### src/rtl/demux_dispatch_pkg.sv
// Shared types and helpers for the stream dispatcher.
//   state_t  : dispatcher FSM encoding (EMPTY holds nothing, FULL holds one word)
//   MODE_*   : in_mode encodings
//   onehot() : MAX_OUT-wide one-hot of idx, all-zero when idx >= n
package demux_dispatch_pkg;

  localparam int MAX_OUT = 64;

  localparam logic MODE_ADDR = 1'b0;
  localparam logic MODE_RR   = 1'b1;

  typedef enum logic {
    EMPTY = 1'b0,
    FULL  = 1'b1
  } state_t;

  function automatic logic [MAX_OUT-1:0] onehot(input int idx, input int n);
    logic [MAX_OUT-1:0] v;
    v = '0;
    if (idx >= 0 && idx < n && idx < MAX_OUT) v[idx] = 1'b1;
    return v;
  endfunction

endpackage

### src/rtl/demux_stream_dispatch_mod_n_counter.sv
// Modulo-N up counter used as the round-robin lane pointer.
//   clk, rst_n : clock, asynchronous active-low reset (count -> 0)
//   en         : advance by one this cycle, wrapping N-1 -> 0
//   count      : current value, 0..N-1
module mod_n_counter #(
  parameter int N = 8,
  parameter int W = (N > 1) ? $clog2(N) : 1
) (
  input  logic         clk,
  input  logic         rst_n,
  input  logic         en,
  output logic [W-1:0] count
);

  localparam logic [W-1:0] LAST = W'(N - 1);

  always_ff @(posedge clk or negedge rst_n) begin
    if (!rst_n) begin
      count <= '0;
    end else if (en) begin
      count <= (count == LAST) ? '0 : count + 1'b1;
    end
  end

endmodule

### src/rtl/demux_stream_dispatch.sv
// Registered 1-to-NUM_OUT stream dispatcher feeding a 1xN demux fabric.
// Each accepted word is routed to exactly one lane, chosen by in_dest
// (addressed mode) or by an internal round-robin pointer (rr mode).
// Words addressed to a lane >= NUM_OUT are dropped and counted.
//
// Ports:
//   clk, rst_n : clock, asynchronous active-low reset
//   in_data    : input payload
//   in_dest    : destination lane (addressed mode only)
//   in_mode    : 0 = addressed, 1 = round-robin, sampled per accepted word
//   in_valid   : upstream word valid
//   in_ready   : dispatcher can accept this cycle
//   out_data   : registered payload, shared by all lanes
//   out_sel    : registered binary index of the held word's lane
//   out_valid  : one-hot lane valid, all-zero when empty
//   out_ready  : per-lane ready
//   rr_ptr     : next round-robin lane
//   err_cnt    : saturating count of dropped illegal-destination words
//
// Handshake: a word moves when valid and ready are both high on a rising
// edge. Upstream accept = in_valid & in_ready; lane transfer =
// |(out_valid & out_ready). Once raised, out_valid/out_data/out_sel stay
// stable until the transfer. The only combinational path is
// out_ready -> in_ready.
module demux_stream_dispatch
  import demux_dispatch_pkg::*;
#(
  parameter int NUM_OUT = 8,
  parameter int NUM_SEL = $clog2(NUM_OUT),
  parameter int DATA_W  = 8,
  parameter int ERR_W   = 8
) (
  input  logic               clk,
  input  logic               rst_n,
  input  logic [DATA_W-1:0]  in_data,
  input  logic [NUM_SEL-1:0] in_dest,
  input  logic               in_mode,
  input  logic               in_valid,
  output logic               in_ready,
  output logic [DATA_W-1:0]  out_data,
  output logic [NUM_SEL-1:0] out_sel,
  output logic [NUM_OUT-1:0] out_valid,
  input  logic [NUM_OUT-1:0] out_ready,
  output logic [NUM_SEL-1:0] rr_ptr,
  output logic [ERR_W-1:0]   err_cnt
);

  // One extra bit so NUM_OUT itself is representable for the legality test.
  localparam logic [NUM_SEL:0] NUM_OUT_L = NUM_OUT[NUM_SEL:0];

  state_t             state;
  logic [NUM_SEL-1:0] dest;
  logic               legal;
  logic               accept;
  logic               transfer;
  logic [MAX_OUT-1:0] dest_oh;

  assign dest     = (in_mode == MODE_RR) ? rr_ptr : in_dest;
  assign legal    = ({1'b0, dest} < NUM_OUT_L);
  assign dest_oh  = onehot(int'(dest), NUM_OUT);
  assign transfer = |(out_valid & out_ready);

  // While FULL, a new word can only enter on the edge the held word leaves.
  assign in_ready = rst_n & ((state == EMPTY) | out_ready[out_sel]);
  assign accept   = in_valid & in_ready;

  mod_n_counter #(
    .N (NUM_OUT),
    .W (NUM_SEL)
  ) u_rr (
    .clk   (clk),
    .rst_n (rst_n),
    .en    (accept & (in_mode == MODE_RR)),
    .count (rr_ptr)
  );

  always_ff @(posedge clk or negedge rst_n) begin
    if (!rst_n) begin
      state     <= EMPTY;
      out_data  <= '0;
      out_sel   <= '0;
      out_valid <= '0;
      err_cnt   <= '0;
    end else begin
      case (state)
        EMPTY: begin
          if (accept) begin
            if (legal) begin
              out_data  <= in_data;
              out_sel   <= dest;
              out_valid <= dest_oh[NUM_OUT-1:0];
              state     <= FULL;
            end else if (err_cnt != '1) begin
              err_cnt <= err_cnt + 1'b1;
            end
          end
        end
        FULL: begin
          if (transfer) begin
            if (accept && legal) begin
              // Refill on the same edge for one word per cycle.
              out_data  <= in_data;
              out_sel   <= dest;
              out_valid <= dest_oh[NUM_OUT-1:0];
            end else begin
              out_valid <= '0;
              state     <= EMPTY;
              if (accept && err_cnt != '1) err_cnt <= err_cnt + 1'b1;
            end
          end
        end
        default: begin
          state     <= EMPTY;
          out_valid <= '0;
        end
      endcase
    end
  end

endmodule

### config.mk
export PLATFORM = sky130hd
export DESIGN_NAME = demux_stream_dispatch
export DESIGN_NICKNAME = d
export VERILOG_FILES = /design/src/rtl/demux_dispatch_pkg.sv /design/src/rtl/demux_stream_dispatch_mod_n_counter.sv /design/src/rtl/demux_stream_dispatch.sv
export SDC_FILE = /design/constraint.sdc
export NUM_CORES = 1
export LEC_CHECK = 0
export ABC_AREA = 1
export BUFFER_PORTS_ARGS = -buffer_cell sky130_fd_sc_hd__buf_2
export CORE_ASPECT_RATIO = 0.75
export CORE_UTILIZATION = 52
export DETAILED_ROUTE_END_ITERATION = 10
export GPL_ROUTABILITY_DRIVEN = 0
export PLACE_DENSITY = 0.82
export SLEW_MARGIN = 20
export SYNTH_ARGS = -nofsm -noshare
export SYNTH_HDL_FRONTEND = slang
export SYNTH_SLANG_ARGS = --single-unit
### constraint.sdc
create_clock -name clk -period 2.3 [get_ports clk]
set_clock_uncertainty 0.2 [all_clocks]
set_input_delay 0.115 -clock clk [delete_from_list [all_inputs] [get_ports clk]]
set_output_delay 0.115 -clock clk [all_outputs]
set_load 0.03 [all_outputs]
# Yosys cells after proc, flatten, opt, wreduce, memory -nomap -nowiden
# Cells that the tools add are included.
# Widths: inputs -> output; s select.
# word_totals
output_inout_bits	31
latchBits	0
reg_bits	31
wordCells	51
romBits	0
ramBits	0
memories	0
inputBits	23
# op_classes
mux	23
order_cmp	3
bitwise	6
add_sub_neg	2
eq_ne	6
reduce_logical	5
n_shift	0
multipliers	0
div	0
# op_table
operator	count
$mux 8	9
$pmux 8 s2	2
$mux 3	4
$add 8x1->8 const B	1
$and 8x8->8	1
$ne 8x8->1 const B	1
$reduce_or 8->1	1
$lt 3x7->1 const B	1
$pmux 3 s2	1
$lt 3x4->1 const B	1
$mux 1	4
$ne 2x1->1 const B	2
$ne 2x2->1 const B	2
$reduce_and 4->1	1
$add 3x1->3 const B	1
$and 1x1->1	3
$bmux 1 s3	1
$demux 1 s3	1
$eq 3x3->1 const B	1
$ge 3x1->1 const B	1
$logic_and 1x1->1	2
$pmux 1 s2	1
$reduce_and 2->1	1
$not 1->1	1
$or 1x1->1	1

# Depth between registers and ports, before layout
# Gate-level depths: netlist (run 1).
# logic_depth
ltp_word	10
ltp_mapped	10
ltp_nobuf	9

# Modules after synthesis
# Synthesis (run 1) repeated with hierarchy kept, for this count alone.
# unflattened
hier_cells	163
area_unflattened_um2	1397.6
# modules_own_cells
mod	cells_each	seq_area_each_um2	area_each_um2	n_inst
demux_stream_dispatch	146	700.7	1251.2	1
mod_n_counter	17	75.1	146.4	1

# Worst setup path before layout (run 1)
# Ideal clock, no wire load.
# synth_timing
path_type	register -> register
from	reg out_sel[0]
to	reg u_rr.count[0]
setup_ns	0.123
setup_slack_ns	0.599
period_less_slack_ns	1.701
arrival_ns	1.378
t_required_ns	1.977
path_stages_with_launch	10
path_cell_list	dfrtp_1 inv_2 nand2_1 nand3_1 nand3_2 nand3_2 nand3_4 clkbuf_2 o21ai_0 nand2_1
# synth_between
elab_chain_len	6
# synth_rtl
item	line_no	source
from (decl)	demux_stream_dispatch.sv:41	output logic [NUM_SEL-1:0] out_sel,
from (signal assigned)	demux_stream_dispatch.sv:90	out_sel <= dest;
from (signal assigned)	demux_stream_dispatch.sv:103	out_sel <= dest;
$bmux 1 s3	demux_stream_dispatch.sv:64	assign in_ready = rst_n & ((state == EMPTY) | out_ready[out_sel]);
$mux 1 (implied by the code)	demux_stream_dispatch.sv:64	
$or 1x1->1	demux_stream_dispatch.sv:64	
$and 1x1->1	demux_stream_dispatch.sv:64	
$and 1x1->1	demux_stream_dispatch.sv:65	assign accept = in_valid & in_ready;
$and 1x1->1	demux_stream_dispatch.sv:73	.en (accept & (in_mode == MODE_RR)),
to (signal assigned)	demux_stream_dispatch_mod_n_counter.sv:21	count <= (count == LAST) ? '0 : count + 1'b1;
to (decl)	demux_stream_dispatch_mod_n_counter.sv:12	output logic [W-1:0] count
# No other way between the ends. The select of a mux whose other input is x is not followed.
# A chain may end at the register's enable or synchronous reset.

# Worst setup path after layout (run 1)
# layout_timing
from	reg out_sel[0]
to	reg out_sel[1]
# layout_between
elab_chain_len	8
# layout_rtl
item	line_no
$bmux 1 s3 (*)	demux_stream_dispatch.sv:64
$mux 1 (implied by the code) (*)	demux_stream_dispatch.sv:64
$or 1x1->1 (*)	demux_stream_dispatch.sv:64
$and 1x1->1 (*)	demux_stream_dispatch.sv:64
$and 1x1->1 (*)	demux_stream_dispatch.sv:65
$mux 3 (*)	n/a
$mux 3	n/a
$pmux 3 s2 (*)	n/a
# Every way passes the cells marked *; elsewhere a longest branch is shown, timed or not. The select of a mux whose other input is x is not followed.

==> metrics.md, run 1 <==
| Metric | Value |
|---|---|
| # fillers | `about 210` |
| Crit path launch | `out_sel[0]$_DFFE_PN0P_` |
| CP endpoint kind | `register` |
| Clk_lat worst skew | `between 0.3 and 0.4 ns` |
| Initial Utilization | `about 55%` |
| DRC Markers | `0` |
| Setup violators final | `0` |
| Outcome | `completed` |
| Max Slew Vio Count | `0` |
| Global-route wire length before repair | `~5300 um` |
| Fraction of layout cells with a size suffix above 1 | `between 30% and 40%` |
| Fin area | `between 1500 and 2000 um2` |
| CTS Root Cell | `clkbuf_4` |
| Setup TNS | `0 ns` |
| Initial antenna violation count | `0` |
| Routed wire length | `about 3300 um` |
| Reg2Reg Capture Point | `out_sel[1]$_DFFE_PN0P_` |
| Antenna Nets Post-Route | `0` |
| Vias in the first global route | `roughly 1,200` |
| Worst setup margin | `around 0.35 ns` |
| Drt first pass iters | `4` |
| GRT Util Overall | `roughly 25%` |
| Area growth, synth to finish | `29.89%` |
| Hold Vio Cnt, Final | `0` |
| Setup Fix Bufs, Post-CTS | `0` |
| Fin crit period | `around 2 ns` |
| Mapped Avg Cell Area | `around 8.7 um2` |
| Worst slack, placed | `roughly 0.41 ns` |
| CTS tree | `done` |
| Leakage | `1.091 nW` |
| Chip width | `between 60 and 70 um` |
| Placed inst area | `1688 um2` |
| Via count | `roughly 1,300` |
| Max-cap check violation count | `0` |
| Crit-path max FO | `22` |
| Setup CP Type | `reg -> reg` |
| Ys flop type | `dfrtp_1` |
| Worst hold path class | `in -> reg` |
| Post-DP HPWL | `between 2000 and 2500 um` |
| Die area | `about 3000 um2` |
| Die Ht | `about 47 um` |
| Syn Inst Count | `~170` |
| Largest net degree at the start of global routing | `30` |
| Final hold slack | `0.01880 ns` |
| Final Cycle Share | `84.92%` |
| ANT cells | `0` |
| Num CTS Buffers | `5` |
| RSZ-0062 raised after global routing | `no` |
| Yosys warning count | `0` |
| Max rail drop VDD | `between 500 and 600 uV` |
| Grt ovf | `0` |
| Most frequent cells in the layout | `buf_2, nand2_1, dfrtp_1` |
| Number of enable flip-flop cells after synthesis | `0` |
| R2R setup slack | `between 0.3 and 0.4 ns` |
| Worst reg-to-reg path cell count | `9` |
| Core area | `approximately 2600 um2` |
| Least-Margin Pin Slew | `0.4278 ns` |
| FP Rows | `16` |
| WP data arrival | `approximately 2.0 ns` |
| FF-to-FF Start | `out_sel[0]$_DFFE_PN0P_` |
| IO Count | `54` |
| Seq/Total Area, Yosys | `54.34%` |
| Area of the multi-input gates | `approximately 550 um2` |
| Syn_nets | `190` |
| Max-slew headroom | `71.41%` |
| Sink Count | `31` |
| Cell Area, Synth | `between 1000 and 1500 um2` |
| Asr flop ratio synth | `100.0%` |
| FF/Latch Area | `roughly 780 um2` |
| Via-to-Cell Ratio | `5.050` |
| Worst Setup EP | `out_sel[1]$_DFFE_PN0P_` |
| Fin nets | `251` |
| Number of DRC markers in iteration 0 | `156` |
| Peak Freq | `between 500 and 600 MHz` |
| PwrDens | `599.1 nW/um2` |
| CTS clk-pin slew, worst paths | `roughly 0.09 ns` |
| Tot Pwr | `about 1.1 mW` |
| Port Buf Inserts | `53` |
| Htree depth | `2` |
| Data required time of the worst path | `around 2.3 ns` |
| Routed wire per std cell | `between 10 and 15 um` |
| Worst-case clock buffer depth | `2` |
| Post-synth cell types | `19` |
| Synth Register Bits | `31` |
| Commonest non-fill, non-tap cell in the layout | `buf_2` |
| CP Launch Type | `register` |
## per-stage QoR
stage | util, % | cells
2_1_floorplan | - | 165
3_3_place_gp | 64.86 | 244
3_5_place_dp | 64.86 | 244
4_1_cts | 71.25 | 262
5_1_grt | 71.25 | 262
6_report | 71.25 | 262
## cell usage after synthesis (2+ instances only)
| master | number | area share (%) |
|---|---|---|
| nor2_1 | 9 | 2.4 |
| nand3_2 | 2 | 1.4 |
| nand3_1 | 22 | 7.7 |
| nand2_1 | 52 | 14 |
| buf_6 | 2 | 1.6 |
| inv_1 | 11 | 2.9 |
| nand4_1 | 2 | 0.88 |
| ha_1 | 2 | 1.8 |
| dfrtp_1 | 31 | 54 |
| o21ai_0 | 16 | 5.6 |
| clkbuf_1 | 8 | 2.1 |
## cells by family after synthesis
kind of cell	share of synthesized area, %
and+or+nand+nor	30.76
DFF	54.34
buffers and inverters	7.186
AOI/OAI and AO/OA	5.960
adders and majority gates	1.753
## state kept, by name (all words and copies together) (netlist names)
register and cells:
err_cnt 8, u_rr.count 3, state 1, out_valid 8, out_sel 3, out_data 8
## repair_timing
action | CTS | global route
hold buffers | 11 | 0
hold endpoints to repair | 40 | 0
resized for setup | 0 | 0
## report_power, final
group	leakage, nW	switching, mW	internal [mW]	total [mW]
sequential	0.408	0.0210	0.565	0.586
clock	0.0341	0.172	0.141	0.313
combinational	0.650	0.138	0.0733	0.211
## metal layers
layer	share of wire [%]	wire length, um	up-vias	GRT usage [%]
met5	0	0	-	0
met4	0.39	13	0	8.372
met3	5.7	189	2	8.495
met2	46	1536	48	38.48
met1	47	1566	622	34.31
li1	-	-	651	-
## critical path, stage by stage (launching register included)
cell and delay (ns):
dfrtp_1 0.46, inv_2 0.12, nand2_1 0.06, nand3_1 0.09, nand3_1 0.09, nand3_2 0.11, nand3_4 0.14, nor2_4 0.38
nand2_1 0.11, o21ai_0 0.10
## how the worst min path moves through the flow
| stage | start | end | cells past startpoint |
|---|---|---|---|
| 2_1_floorplan | rst_n | err_cnt[0]$_DFFE_PN0P_ | 0 |
| 3_3_place_gp | rst_n | u_rr.count[0]$_DFFE_PN0P_ | 1 |
| 3_5_place_dp | rst_n | u_rr.count[0]$_DFFE_PN0P_ | 1 |
| 4_1_cts | in_mode | u_rr.count[0]$_DFFE_PN0P_ | 4 |
| 5_1_grt | in_mode | u_rr.count[0]$_DFFE_PN0P_ | 4 |
| 6_report | in_mode | u_rr.count[0]$_DFFE_PN0P_ | 4 |
## final cells by class
type | count | share of cell area [%]
clock buffer | 6 | 2.767
clock inverter | 1 | 0.2699
inverter | 12 | 2.429
multi-input combinational | 111 | 29.62
sequential | 31 | 41.84
tap | 36 | 2.429
timing repair buffer | 65 | 20.65
(Power assumes the default switching activity.)
==> inputs of run 2 (changes only) <==
--- a/config.mk
+++ b/config.mk
@@ -8,10 +8,10 @@
 export ABC_AREA = 1
 export BUFFER_PORTS_ARGS = -buffer_cell sky130_fd_sc_hd__buf_2
 export CORE_ASPECT_RATIO = 0.75
-export CORE_UTILIZATION = 52
+export CORE_UTILIZATION = 43
 export DETAILED_ROUTE_END_ITERATION = 10
 export GPL_ROUTABILITY_DRIVEN = 0
-export PLACE_DENSITY = 0.82
+export PLACE_DENSITY = 0.72
 export SLEW_MARGIN = 20
 export SYNTH_ARGS = -nofsm -noshare
 export SYNTH_HDL_FRONTEND = slang
==> constraint.sdc (replaced) <==
create_clock -name clk -period 1.6 [get_ports clk]
set_clock_uncertainty 0.2 [all_clocks]
set_input_delay 0.08 -clock clk [delete_from_list [all_inputs] [get_ports clk]]
set_output_delay 0.08 -clock clk [all_outputs]
set_load 0.03 [all_outputs]
==> run 2 against run 1 <==
- the flow now finishes with violations (setup timing)
- sequential cell count did not move
- worst hold slack got worse by 0.011 ns
- wire length is 3.4% higher
- clock power increased by 110%
==> metrics.md, run 2 (synthesized netlist as in run 1, its figures left out) <==
| Metric | Value |
|---|---|
| FF/Latch Area | `785.8 um2 (+1.3%)` |
| Die area | `3557 um2 (+20%)` |
| Tot Pwr | `1.811 mW (+63%)` |
| Max Slew Vio Count | `0 (unchanged)` |
| Core area | `3042 um2 (+17%)` |
| GRT Util Overall | `21.79% (-3.4 points)` |
| Hold Vio Cnt, Final | `0 (unchanged)` |
| RSZ-0062 raised after global routing | `yes` |
| ANT cells | `0 (unchanged)` |
| Worst slack, placed | `-0.07308 ns (-0.4821 ns)` |
| Setup CP Type | `reg -> reg` |
| Worst setup margin | `-0.07535 ns (-0.4223 ns)` |
| Chip width | `68.54 um (+9.7%)` |
| IO Count | `54 (unchanged)` |
| CP Launch Type | `register` |
| CTS Root Cell | `clkbuf_8` |
| Top flop regs | `err_cnt: 8 flops, out_data: 8 flops, out_valid: 8 flops` |
| CTS tree | `done` |
| FP Rows | `17 (+1)` |
| Via-to-Cell Ratio | `4.765 (-5.6%)` |
| CP endpoint kind | `register` |
| Die Ht | `51.90 um (+9.6%)` |
| CTS clk-pin slew, worst paths | `0.08 ns (about the same)` |
| Grt ovf | `0 (unchanged)` |
| Failing checks | `setup timing` |
| Outcome | `finished with violations` |
| Clk_lat worst skew | `0.29 ns (-0.03 ns)` |
| Worst Path Buf+Inv | `2 (+1)` |
| Fraction of layout cells with a size suffix above 1 | `41.98% (+12 points)` |
| Area of the multi-input gates | `610.6 um2 (+11%)` |
| # fillers | `248 (+18%)` |
| Port Buf Inserts | `53 (unchanged)` |
| Least-Margin Pin Slew | `0.3384 ns (-0.08941 ns)` |
| Largest net degree at the start of global routing | `21 (-30%)` |
| Drt first pass iters | `4 (unchanged)` |
| Placed inst area | `1808 um2 (+7.1%)` |
| Commonest non-fill, non-tap cell in the layout | `buf_2` |
| Worst-case clock buffer depth | `2 (unchanged)` |
| WP data arrival | `1.69 ns (-0.31 ns)` |
| Sink Count | `31 (unchanged)` |
| Number of DRC markers in iteration 0 | `92 (-41%)` |
| DRC Markers | `0 (unchanged)` |
| Max rail drop VDD | `640.6 uV (+22%)` |
| Initial antenna violation count | `0 (unchanged)` |
| Delay-heaviest family, CP | `simple AND/OR/NAND/NOR gates` |
| Fin area | `2133 um2 (+15%)` |
| Fin nets | `267 (+6.4%)` |
| Initial Utilization | `46.94% (-7.9 points)` |
| Peak Freq | `596.9 MHz (+17%)` |
| Area growth, synth to finish | `49.43%` |
| Vias in the first global route | `1,194 (+2.8%)` |
| Crit path largest cell delay | `0.45 ns (about the same)` |
| Worst hold path class | `in -> reg` |
| Global-route wire length before repair | `5416 um (+1.7%)` |
| Antenna Nets Post-Route | `0 (unchanged)` |
| Post-DP HPWL | `2402 um (-0.16%)` |
| Data required time of the worst path | `1.62 ns (-0.72 ns)` |
| Setup violators final | `23 (+23)` |
| Num CTS Buffers | `5 (unchanged)` |
| Final hold slack | `0.008059 ns (-0.01074 ns)` |
| Leakage | `1.187 nW (+8.8%)` |
| Via count | `1,339 (+1.2%)` |
| PwrDens | `849.0 nW/um2 (+42%)` |
| Routed wire per std cell | `12.16 um (-3.6%)` |
| Htree depth | `2 (unchanged)` |
| Routed wire length | `3418 um (+3.4%)` |
| Worst-path cell chain | `inv_4 -> nand2_2 -> nand3_2 -> nand3_2 -> nand3_4 -> nand3_4 -> nor2_4 -> buf_12 -> nand3_1 -> nand2_1` |
| Most frequent cells in the layout | `buf_2, nand2_1, dfrtp_1` |
| Critical path's slowest cell | `dfrtp_2` |
| Final Cycle Share | `104.7% (+20 points)` |
| Max-cap check violation count | `0 (unchanged)` |
| Max-slew headroom | `77.20% (+5.8 points)` |
| Crit-path max FO | `14 (-36%)` |
| Fin crit period | `1.675 ns (-0.2777 ns)` |
-- run 2: path summary, 6_finish.rpt --
kind,from,endpoint,slack (ns),cells past startpoint
setup / recovery,out_sel[0]$_DFFE_PN0P_,out_valid[5]$_DFFE_PN0P_,-0.08,10
hold / removal,out_ready[6],state$_DFF_PN0_,0.008,4
setup reg to reg,out_sel[0]$_DFFE_PN0P_,out_valid[5]$_DFFE_PN0P_,-0.08,10
hold reg to reg,err_cnt[2]$_DFFE_PN0P_,err_cnt[2]$_DFFE_PN0P_,0.17,0
max in group asynchronous,rst_n,out_sel[1]$_DFFE_PN0P_,0.23,4
min in group asynchronous,rst_n,out_valid[1]$_DFFE_PN0P_,0.19,3
-- run 2: cell type report --
type,instances,share of cell area (%)
Clock buffer,5,3.226
Clock inverter,3,1.114
Inverter,12,2.229
Multi-Input combinational cell,111,28.62
Sequential cell,31,36.83
Tap cell,38,2.229
Timing Repair Buffer,81,25.75
-- run 2: worst reg2reg max path: cells and delay by family, from the launching register on --
family	cells	cell delay, ns
AND/OR/NAND/NOR	8	0.71
flip-flops	1	0.45
buffers and inverters	2	0.24
-- run 2: stage by stage --
stage,TNS (ns),util [%],std cells
6_report,-0.9466,70.14,281
5_1_grt,-3.302,70.14,281
4_1_cts,-1.377,67.71,279
3_5_place_dp,-1.088,59.44,257
3_3_place_gp,-0.7851,59.44,257
2_1_floorplan,-0.5405,-,165
-- run 2: per-layer routing --
metal  GRT usage (%)  vias up  share of wire, %
met2           31.37       44                43
li1                -      681                 -
met1           30.40      609                49
met3           6.140        5               6.7
met5               0        -                 0
met4           9.375        0               1.2
-- run 2: where the power goes --
part,internal (mW),total (mW),switching [mW]
logic,0.124,0.329,0.205
clock network,0.310,0.642,0.331
registers,0.813,0.840,0.0278
-- run 2: timing repair --
item / in CTS / in global routing
setup endpoints to repair: 20 / 23
gates resized for setup: 5 / 20
pin swaps: 0 / 4
buffers inserted: 0 / 2
hold buffers: 14 / 0
endpoints found under the hold margin: 40 / 0
